`config.mk`:
```
export PLATFORM = sky130hd
export DESIGN_NAME = fir_circmem_mc
export DESIGN_NICKNAME = d
export VERILOG_FILES = /design/src/rtl/fir_circmem_mc.sv
export SDC_FILE = /design/constraint.sdc
export NUM_CORES = 2
export LEC_CHECK = 0
export CAP_MARGIN = 10
export CORE_ASPECT_RATIO = 0.7
export CORE_UTILIZATION = 62
export CTS_BUF_LIST = sky130_fd_sc_hd__clkbuf_4 sky130_fd_sc_hd__clkbuf_8
export DETAILED_ROUTE_END_ITERATION = 10
export PLACE_DENSITY = 0.78
export REMOVE_ABC_BUFFERS = 1
export SYNTH_ARGS = -nofsm -noshare
export SYNTH_HDL_FRONTEND = slang
export SYNTH_SLANG_ARGS = --single-unit
```
`constraint.sdc`:
```
create_clock -name clk -period 6.4 [get_ports clk]
set_input_delay 0.96 -clock clk [delete_from_list [all_inputs] [get_ports clk]]
set_output_delay 0.96 -clock clk [all_outputs]
set_load 0.03 [all_outputs]
```
`src/rtl/fir_circmem_mc.sv`:
```
// fir_circmem_mc: multi-channel circular sample memory streaming tap histories to a MAC.
// Optional symmetric fold of mirrored taps is enabled by defining FIR_CIRCMEM_SYMFOLD_EN.
`default_nettype none

module fir_circmem_mc #(
  parameter int DWIDTH = 16,
  parameter int AWIDTH = 6,
  parameter int CWIDTH = 1
) (
  input  logic                          clk,
  input  logic                          rst_n,
  input  logic                          din_vld,
  input  logic [(1<<CWIDTH)*DWIDTH-1:0] din,
  output logic                          din_rdy,
  output logic [DWIDTH:0]               dout,
  output logic                          dout_vld,
  output logic [CWIDTH-1:0]             dout_ch,
  output logic [AWIDTH-1:0]             dout_tap,
  output logic                          dout_last,
  output logic                          ovr
);

  localparam int NCH   = 1 << CWIDTH;
  localparam int T     = 1 << AWIDTH;
  localparam int DEPTH = NCH * T;
`ifdef FIR_CIRCMEM_SYMFOLD_EN
  localparam int KW = AWIDTH - 1;
`else
  localparam int KW = AWIDTH;
`endif
  localparam int NISSUE = NCH << KW;
  localparam int CNTW   = CWIDTH + AWIDTH + 1;
  localparam int MAW    = CWIDTH + AWIDTH;

  typedef enum logic [1:0] {CLEAR, IDLE, WRITE, READ} state_t;

  state_t                    state, state_nxt;
  logic [CNTW-1:0]           cnt, cnt_nxt;
  logic [AWIDTH-1:0]         wptr;
  logic [NCH*DWIDTH-1:0]     frame;
  logic [DWIDTH-1:0]         mem [DEPTH];

  logic                      we;
  logic [MAW-1:0]            waddr;
  logic [DWIDTH-1:0]         wdata;
  logic                      issue, last_issue;
  logic [AWIDTH-1:0]         k_full;
  logic [CWIDTH-1:0]         rch;
  logic [MAW-1:0]            raddr_a;
  logic [DWIDTH-1:0]         rd_a;
  logic                      v1, last1;
  logic [CWIDTH-1:0]         ch1;
  logic [AWIDTH-1:0]         tap1;
  logic [DWIDTH:0]           sum;

  assign din_rdy = (state == IDLE);

  // READ keeps two extra cycles after the last issue so the pipeline drains
  // before din_rdy returns.
  always_comb begin
    state_nxt = state;
    cnt_nxt   = cnt + CNTW'(1);
    case (state)
      CLEAR: if (cnt == CNTW'(DEPTH - 1)) begin
        state_nxt = IDLE;
        cnt_nxt   = '0;
      end
      IDLE: begin
        cnt_nxt = '0;
        if (din_vld) state_nxt = WRITE;
      end
      WRITE: if (cnt == CNTW'(NCH - 1)) begin
        state_nxt = READ;
        cnt_nxt   = '0;
      end
      READ: if (cnt == CNTW'(NISSUE + 1)) begin
        state_nxt = IDLE;
        cnt_nxt   = '0;
      end
      default: state_nxt = CLEAR;
    endcase
  end

  always_comb begin
    we    = 1'b0;
    waddr = cnt[MAW-1:0];
    wdata = '0;
    if (state == CLEAR) begin
      we = 1'b1;
    end else if (state == WRITE) begin
      we    = 1'b1;
      waddr = {cnt[CWIDTH-1:0], wptr};
      wdata = frame[int'(cnt[CWIDTH-1:0])*DWIDTH +: DWIDTH];
    end
  end

  assign issue      = (state == READ) && (cnt < CNTW'(NISSUE));
  assign last_issue = (cnt == CNTW'(NISSUE - 1));
  assign rch        = cnt[KW +: CWIDTH];
`ifdef FIR_CIRCMEM_SYMFOLD_EN
  assign k_full     = {1'b0, cnt[KW-1:0]};
`else
  assign k_full     = cnt[AWIDTH-1:0];
`endif
  assign raddr_a    = {rch, wptr - k_full};

  always_ff @(posedge clk or negedge rst_n) begin
    if (!rst_n) begin
      state <= CLEAR;
      cnt   <= '0;
      wptr  <= '0;
      frame <= '0;
      ovr   <= 1'b0;
    end else begin
      state <= state_nxt;
      cnt   <= cnt_nxt;
      if (state == IDLE && din_vld) frame <= din;
      if (state == READ && state_nxt == IDLE) wptr <= wptr + AWIDTH'(1);
      if (din_vld && !din_rdy) ovr <= 1'b1;
    end
  end

`ifdef FIR_CIRCMEM_SYMFOLD_EN
  logic [MAW-1:0]    raddr_b;
  logic [DWIDTH-1:0] rd_b;
  // wptr-(T-1-k) reduces to wptr+k+1 modulo T.
  assign raddr_b = {rch, wptr + k_full + AWIDTH'(1)};
  assign sum     = {rd_a[DWIDTH-1], rd_a} + {rd_b[DWIDTH-1], rd_b};

  always_ff @(posedge clk) begin
    if (we) mem[waddr] <= wdata;
    rd_a <= mem[raddr_a];
    rd_b <= mem[raddr_b];
  end
`else
  assign sum = {rd_a[DWIDTH-1], rd_a};

  always_ff @(posedge clk) begin
    if (we) mem[waddr] <= wdata;
    rd_a <= mem[raddr_a];
  end
`endif

  always_ff @(posedge clk or negedge rst_n) begin
    if (!rst_n) begin
      v1        <= 1'b0;
      last1     <= 1'b0;
      ch1       <= '0;
      tap1      <= '0;
      dout_vld  <= 1'b0;
      dout_last <= 1'b0;
      dout      <= '0;
      dout_ch   <= '0;
      dout_tap  <= '0;
    end else begin
      v1        <= issue;
      last1     <= issue && last_issue;
      dout_vld  <= v1;
      dout_last <= last1;
      if (issue) begin
        ch1  <= rch;
        tap1 <= k_full;
      end
      if (v1) begin
        dout     <= sum;
        dout_ch  <= ch1;
        dout_tap <= tap1;
      end
    end
  end

endmodule

`default_nettype wire

```
## Word level (Yosys, flattened, before mapping)

Memory sizes are Yosys's and may differ from the RTL's. A register that Yosys moved wholly into a read port is not among the register bits.
Cells that the tools add are included.

- Add/subtract/negate cells: 3
- Order comparisons: 1
- Equality and inequality tests: 7
- Shift-type cells: 1
- Multiplexer cells: 17
- Reductions and logical operators: 7

Operators by type and width:

| cell | number |
|---|---|
| 16-bit 2-to-1 mux | 2 |
| 8-bit one-hot mux with 4 select lines | 1 |
| 32-bit by 6-bit variable part select with 16-bit output | 1 |
| 8-bit 2-to-1 mux | 3 |
| 7-bit 2-to-1 mux | 2 |
| 8-bit by 1-bit adder with 8-bit output, second input constant | 1 |
| 8-bit by 1-bit equality test with 1-bit output, second input constant | 1 |
| 8-bit by 7-bit equality test with 1-bit output, second input constant | 1 |
| 8-bit equality test, second input constant | 1 |
| 8-bit < comparator, second input constant | 1 |
| 2-bit 2-to-1 mux | 4 |
| 2-bit one-hot mux with 4 select lines | 1 |
| 6-bit by 1-bit adder with 6-bit output, second input constant | 1 |
| 6-bit subtractor | 1 |
| 1-bit logical AND | 5 |
| 2-bit by 1-bit equality test with 1-bit output, second input constant | 2 |
| 2-bit equality test, second input constant | 2 |
| 1-bit 2-to-1 mux | 4 |
| 2-bit zero test | 1 |
| 1-bit zero test | 1 |

- Register bits: 83
- Memory bits (writable): 2048
- Bits of input ports: 35
- Output and inout bits: 28
- Word-level logic and storage cells: 51
- Memories: 1

Memories:

| name | depth | width | rd ports | clocked after Yosys merged registers in | wr ports | RTL line | text |
|---|---|---|---|---|---|---|---|
| mem | 128 | 16 | 1 | 1 | 1 | 41 | `logic [DWIDTH-1:0] mem [DEPTH];` |

## Logic depth before layout (Yosys ltp)

- Depth in word-level cells: 5
- Gate-level depth with buffers: 14
- Gate-level depth less buffers: 10

## Worst setup path after synthesis

No wires, ideal clock.

- Path kind: register to register
- Start: reg cnt[0]
- End: mem mem[0][10], data pin
- Setup time: 0.796 ns
- Arrival time: 4.652 ns
- Required time: 5.604 ns
- Path slack: 0.951 ns
- Cell stages (with the launch flop): 6
- Path buffers: 3
- Clock period less this slack: 5.449 ns
- Cell sequence: dfrtp_1 -> clkbuf_1 -> buf_1 -> buf_1 -> mux2i_1 -> nor2_1

- Longest elaborated chain between the ends: 3

Ends and longest elaborated chain:

| element | RTL line | text |
|---|---|---|
| start, declared | 38 | `logic [CNTW-1:0] cnt, cnt_nxt;` |
| start signal, assigned | 116 | `cnt <= cnt_nxt;` |
| 32-bit by 6-bit variable part select with 16-bit output | 93 | `wdata = frame[int'(cnt[CWIDTH-1:0])*DWIDTH +: DWIDTH];` |
| 16-bit 2-to-1 mux | 90 | `end else if (state == WRITE) begin` |
| 16-bit 2-to-1 mux | 88 | `if (state == CLEAR) begin` |
| named net wdata[10] | 45 | `logic [DWIDTH-1:0] wdata;` |
| end, declared | 41 |  |

The timed path passes the listed nets, and every way through them passes these cells.

## Final worst setup path

- Start: reg wptr[0]
- End: reg rd_a[3] (read register of mem)

- Longest elaborated chain between the ends: 1

Ends and longest elaborated chain:

| element | RTL line | text |
|---|---|---|
| start, declared | 39 | `logic [AWIDTH-1:0] wptr;` |
| start signal, assigned | 118 | `if (state == READ && state_nxt == IDLE) wptr <= wptr + AWIDTH'(1);` |
| 6-bit subtractor | 105 | `assign raddr_a = {rch, wptr - k_full};` |
| end, declared | 50 | `logic [DWIDTH-1:0] rd_a;` |

No other way between the ends.
A chain may end at the register's enable or synchronous reset.

==> out/qor.csv <==
stage,metric,value,unit
run_status,outcome,completed,
setup_path,WP data arrival,5.99,ns
timing,Setup WS post-layout,1.26,ns
timing,final hold viol count,0,
grt,largest net degree at the start of global routing,105,
grt,gr ovfl total,0,
floorplanning,die height,308,µm
synth,syn_area_per_cell,21.0,µm²
setup_path,CP Capture Type,register,
timing,min Tclk post-route,5.14,ns
timing,Finish-stage setup viols,0,
floorplanning,Ports,63,
cts,CTS tree,done,
cts,Worst-path clk slew,0.07,ns
setup_path,peak fanout along the critical path,72,
synth,unique cell type count in the Yosys netlist,57,
drt,DRC viols,0,
synth,ys async rst share,3.87,%
drt,drt via density,6.82,
timing,RSZ-0062 raised after global routing,false,
setup_path,Worst Setup SP,wptr[0],
cts,CTS max path bufs,4,
final_layout,# nets final,4404,
cts,clock latency on the worst-skew pair,1.03,ns
timing,max-slew violation count,0,
synth,warning count from the yosys run,0,
final_layout,post-route insts no fill,6357,
cts,htree depth,5,
place,Post-Place Setup Slack,1.51,ns
cts,post-CTS setup buffer count,0,
setup_path,Worst Setup Start Kind,register,
timing,Worst Skew,0.0587,ns
synth,Yosys top cell by area,edfxtp_1,
synth,Post-synth EDFFs,2048,
cts,CTS resizes,0,
floorplanning,Initial Util,62.5,%
grt,Global Route Usage Sum,31.8,%
min_path,worst min-delay path category,in2async,
final_layout,# fillers,7684,
floorplanning,Die Wd,440,µm
synth,prevailing post-synth register cell,edfxtp_1,
setup_path,reg-to-reg startpoint,wptr[0],
place,GP Congestion,0.952,
synth,sequential area share after synthesis,76.8,%
final_layout,area delta synth->final,11.9,%
drt,Vias,43400,
final_layout,share of cells above drive strength 1,29.3,%
synth,Yosys top cell area share,74.0,%
power_and_ir_drop,peak supply drop,0.238,mV
grt,vias in the first global route,42500,
floorplanning,row cnt,112,
cts,cts bufs inserted,317,
cts,CTS Sinks,2147,
timing,period utilization,80.3,%
drt,First-pass DRT Iterations,8,
grt,first-pass GRT wire length,302000,µm
place,DP Cell Count,5805,
drt,final WL,212000,µm
setup_path,WP data required,7.25,ns
power_and_ir_drop,P per Cell Area,277,mW/mm²
drt,drt initial violations,7227,
grt,initial antenna violation count,11,
timing,Achievable Freq,195,MHz
synth,Cells after Synth,3966,
floorplanning,core area,0.133,mm²
drt,wire per inst,33.3,µm
setup_path,critical path class,reg2reg,
cts,Root Driver,clkbuf_8,
timing,Worst-Margin Slew,1.43,ns
run,MaxCap Viol Count,0,
power_and_ir_drop,Lkg Pwr,24.5,nW
timing,Max-slew headroom,4.76,%
synth,largest cells by area after synthesis,"edfxtp_1 (74%), mux4_2 (14%), dfrtp_1 (2.5%)",
cts,cts hold-fix bufs,1,
synth,mapped cell area,0.0832,mm²
floorplanning,Die Footprint,0.136,mm²
place,port bufs,62,
synth,Yosys reg bits,2147,
place,DP HPWL,129000,µm
drt,Post-DRT Antenna Nets,0,
logic make-up after synthesis:
logic type	count (synthesis)	share of synthesized area [%]
adder cells (fa/ha/maj)	9	0.144
multiplexers	693	16.4
XOR/XNOR	19	0.209
AO/OA/AOI/OAI	156	1.31
flip-flops	2147	76.8
buffers and inverters	225	1.32
AND/OR/NAND/NOR	717	3.77
worst max-delay path: stages, from the launching register on:
cell and delay (ns):
dfrtp_1 0.44, inv_1 0.15, ha_4 0.19, fa_4 1.33
buf_12 0.44, buf_4 0.49, mux4_2 0.38, nand2_1 0.08
nand3_1 0.13, and3_1 0.24, nor4_1 0.78, nand4_1 0.18
state kept, by name, summed over array words and instances, names as in the netlist, 2 cells and up:
| name | flops |
|---|---|
| dout_tap | 6 |
| cnt | 8 |
| state | 2 |
| wptr | 6 |
| frame | 32 |
| dout | 16 |
| rd_a | 16 |
| mem | 2048 |
| tap1 | 6 |
power breakdown:
group	leakage, nW	total, mW	internal [mW]	switching, mW
sequential	15.5	15.1	15.1	0.00000000000000000754
combinational	5.91	0.0338	0.0188	0.0150
clock	3.13	10.6	5.51	5.06
total	24.5	25.8	20.7	5.08
metal layers:
layer / vias to the layer above / routed length (µm) / global-route usage, %
met5: - / 138 / 0.430
met4: 10 / 8340 / 12.0
met3: 518 / 33000 / 11.4
met2: 3554 / 91600 / 44.4
met1: 22200 / 78600 / 46.7
li1: 17100 / - / -
path summary, 6_finish.rpt:
| check | endpoint | slack (ns) | cells after the start |
|---|---|---|---|
| min reg2reg | dout_last | 0.37 | 0 |
| max in group asynchronous | dout[4] | 4.73 | 3 |
| max | rd_a[3] | 1.26 | 11 |
| min | frame[16] | 0.37 | 2 |
| max reg2reg | rd_a[3] | 1.26 | 11 |
| min in group clk | dout_last | 0.37 | 0 |
cells in the final DEF, fill, tap and decap left out, types with 11 or more instances in the layout:
| master | n |
|---|---|
| a21oi_1 | 27 |
| a311oi_1 | 11 |
| a32oi_1 | 22 |
| and3_1 | 40 |
| buf_12 | 19 |
| buf_4 | 208 |
| clkbuf_4 | 89 |
| clkbuf_8 | 328 |
| clkdlybuf4s50_1 | 61 |
| clkinv_1 | 78 |
| clkinv_2 | 35 |
| dfrtp_1 | 83 |
| dfxtp_1 | 16 |
| edfxtp_1 | 2048 |
| mux2_2 | 66 |
| mux2i_1 | 97 |
| mux4_2 | 530 |
| nand2_1 | 320 |
| nand3_1 | 84 |
| nand4_1 | 26 |
| nor2_1 | 142 |
| nor2_2 | 16 |
| nor2_4 | 16 |
| nor2b_1 | 11 |
| nor3_1 | 20 |
| nor4_1 | 11 |
| o21ai_0 | 30 |
| o22ai_1 | 13 |
cell type report:
| class | instances | area [µm²] | share of cell area (%) |
|---|---|---|---|
| antenna | 5 | 12.5 | 0.0134 |
| clock buffer | 417 | 5180 | 5.57 |
| multi-input combinational | 1594 | 18400 | 19.8 |
| timing repair buffer | 291 | 2600 | 2.79 |
| clock inverter | 127 | 714 | 0.768 |
| sequential | 2147 | 63900 | 68.6 |
| inverter | 9 | 33.8 | 0.0363 |
| tap | 1767 | 2210 | 2.38 |
through the flow:
stage	util [%]	total power [mW]	setup TNS [ns]	hold WS [ns]	instance area (µm²)
after floorplan	-	15.4	-248.00	0.331	82100
after global routing	69.9	26.4	0	0.357	93100
after detailed placement	65.4	15.5	0	0.349	87100
after CTS	69.9	25.8	0	0.298	93000
final	69.9	25.8	0	0.367	93100
after global placement	65.4	15.5	0	0.341	87100
synth_stat cells, types with 11 or more instances:
| master | count |
|---|---|
| nor2_1 | 174 |
| a21oi_1 | 27 |
| a32oi_1 | 22 |
| dfxtp_1 | 16 |
| edfxtp_1 | 2048 |
| dfrtp_1 | 83 |
| mux2_2 | 66 |
| nor3_1 | 21 |
| mux2i_1 | 97 |
| a311oi_1 | 11 |
| buf_1 | 20 |
| buf_4 | 31 |
| o22ai_1 | 13 |
| xnor2_1 | 11 |
| nand4_1 | 26 |
| nand2_1 | 320 |
| o21ai_0 | 30 |
| buf_2 | 59 |
| clkbuf_1 | 98 |
| mux4_2 | 530 |
| nor2b_1 | 11 |
| nand3_1 | 84 |
| and3_1 | 40 |
| nor4_1 | 11 |
(Power assumes the default switching activity.)
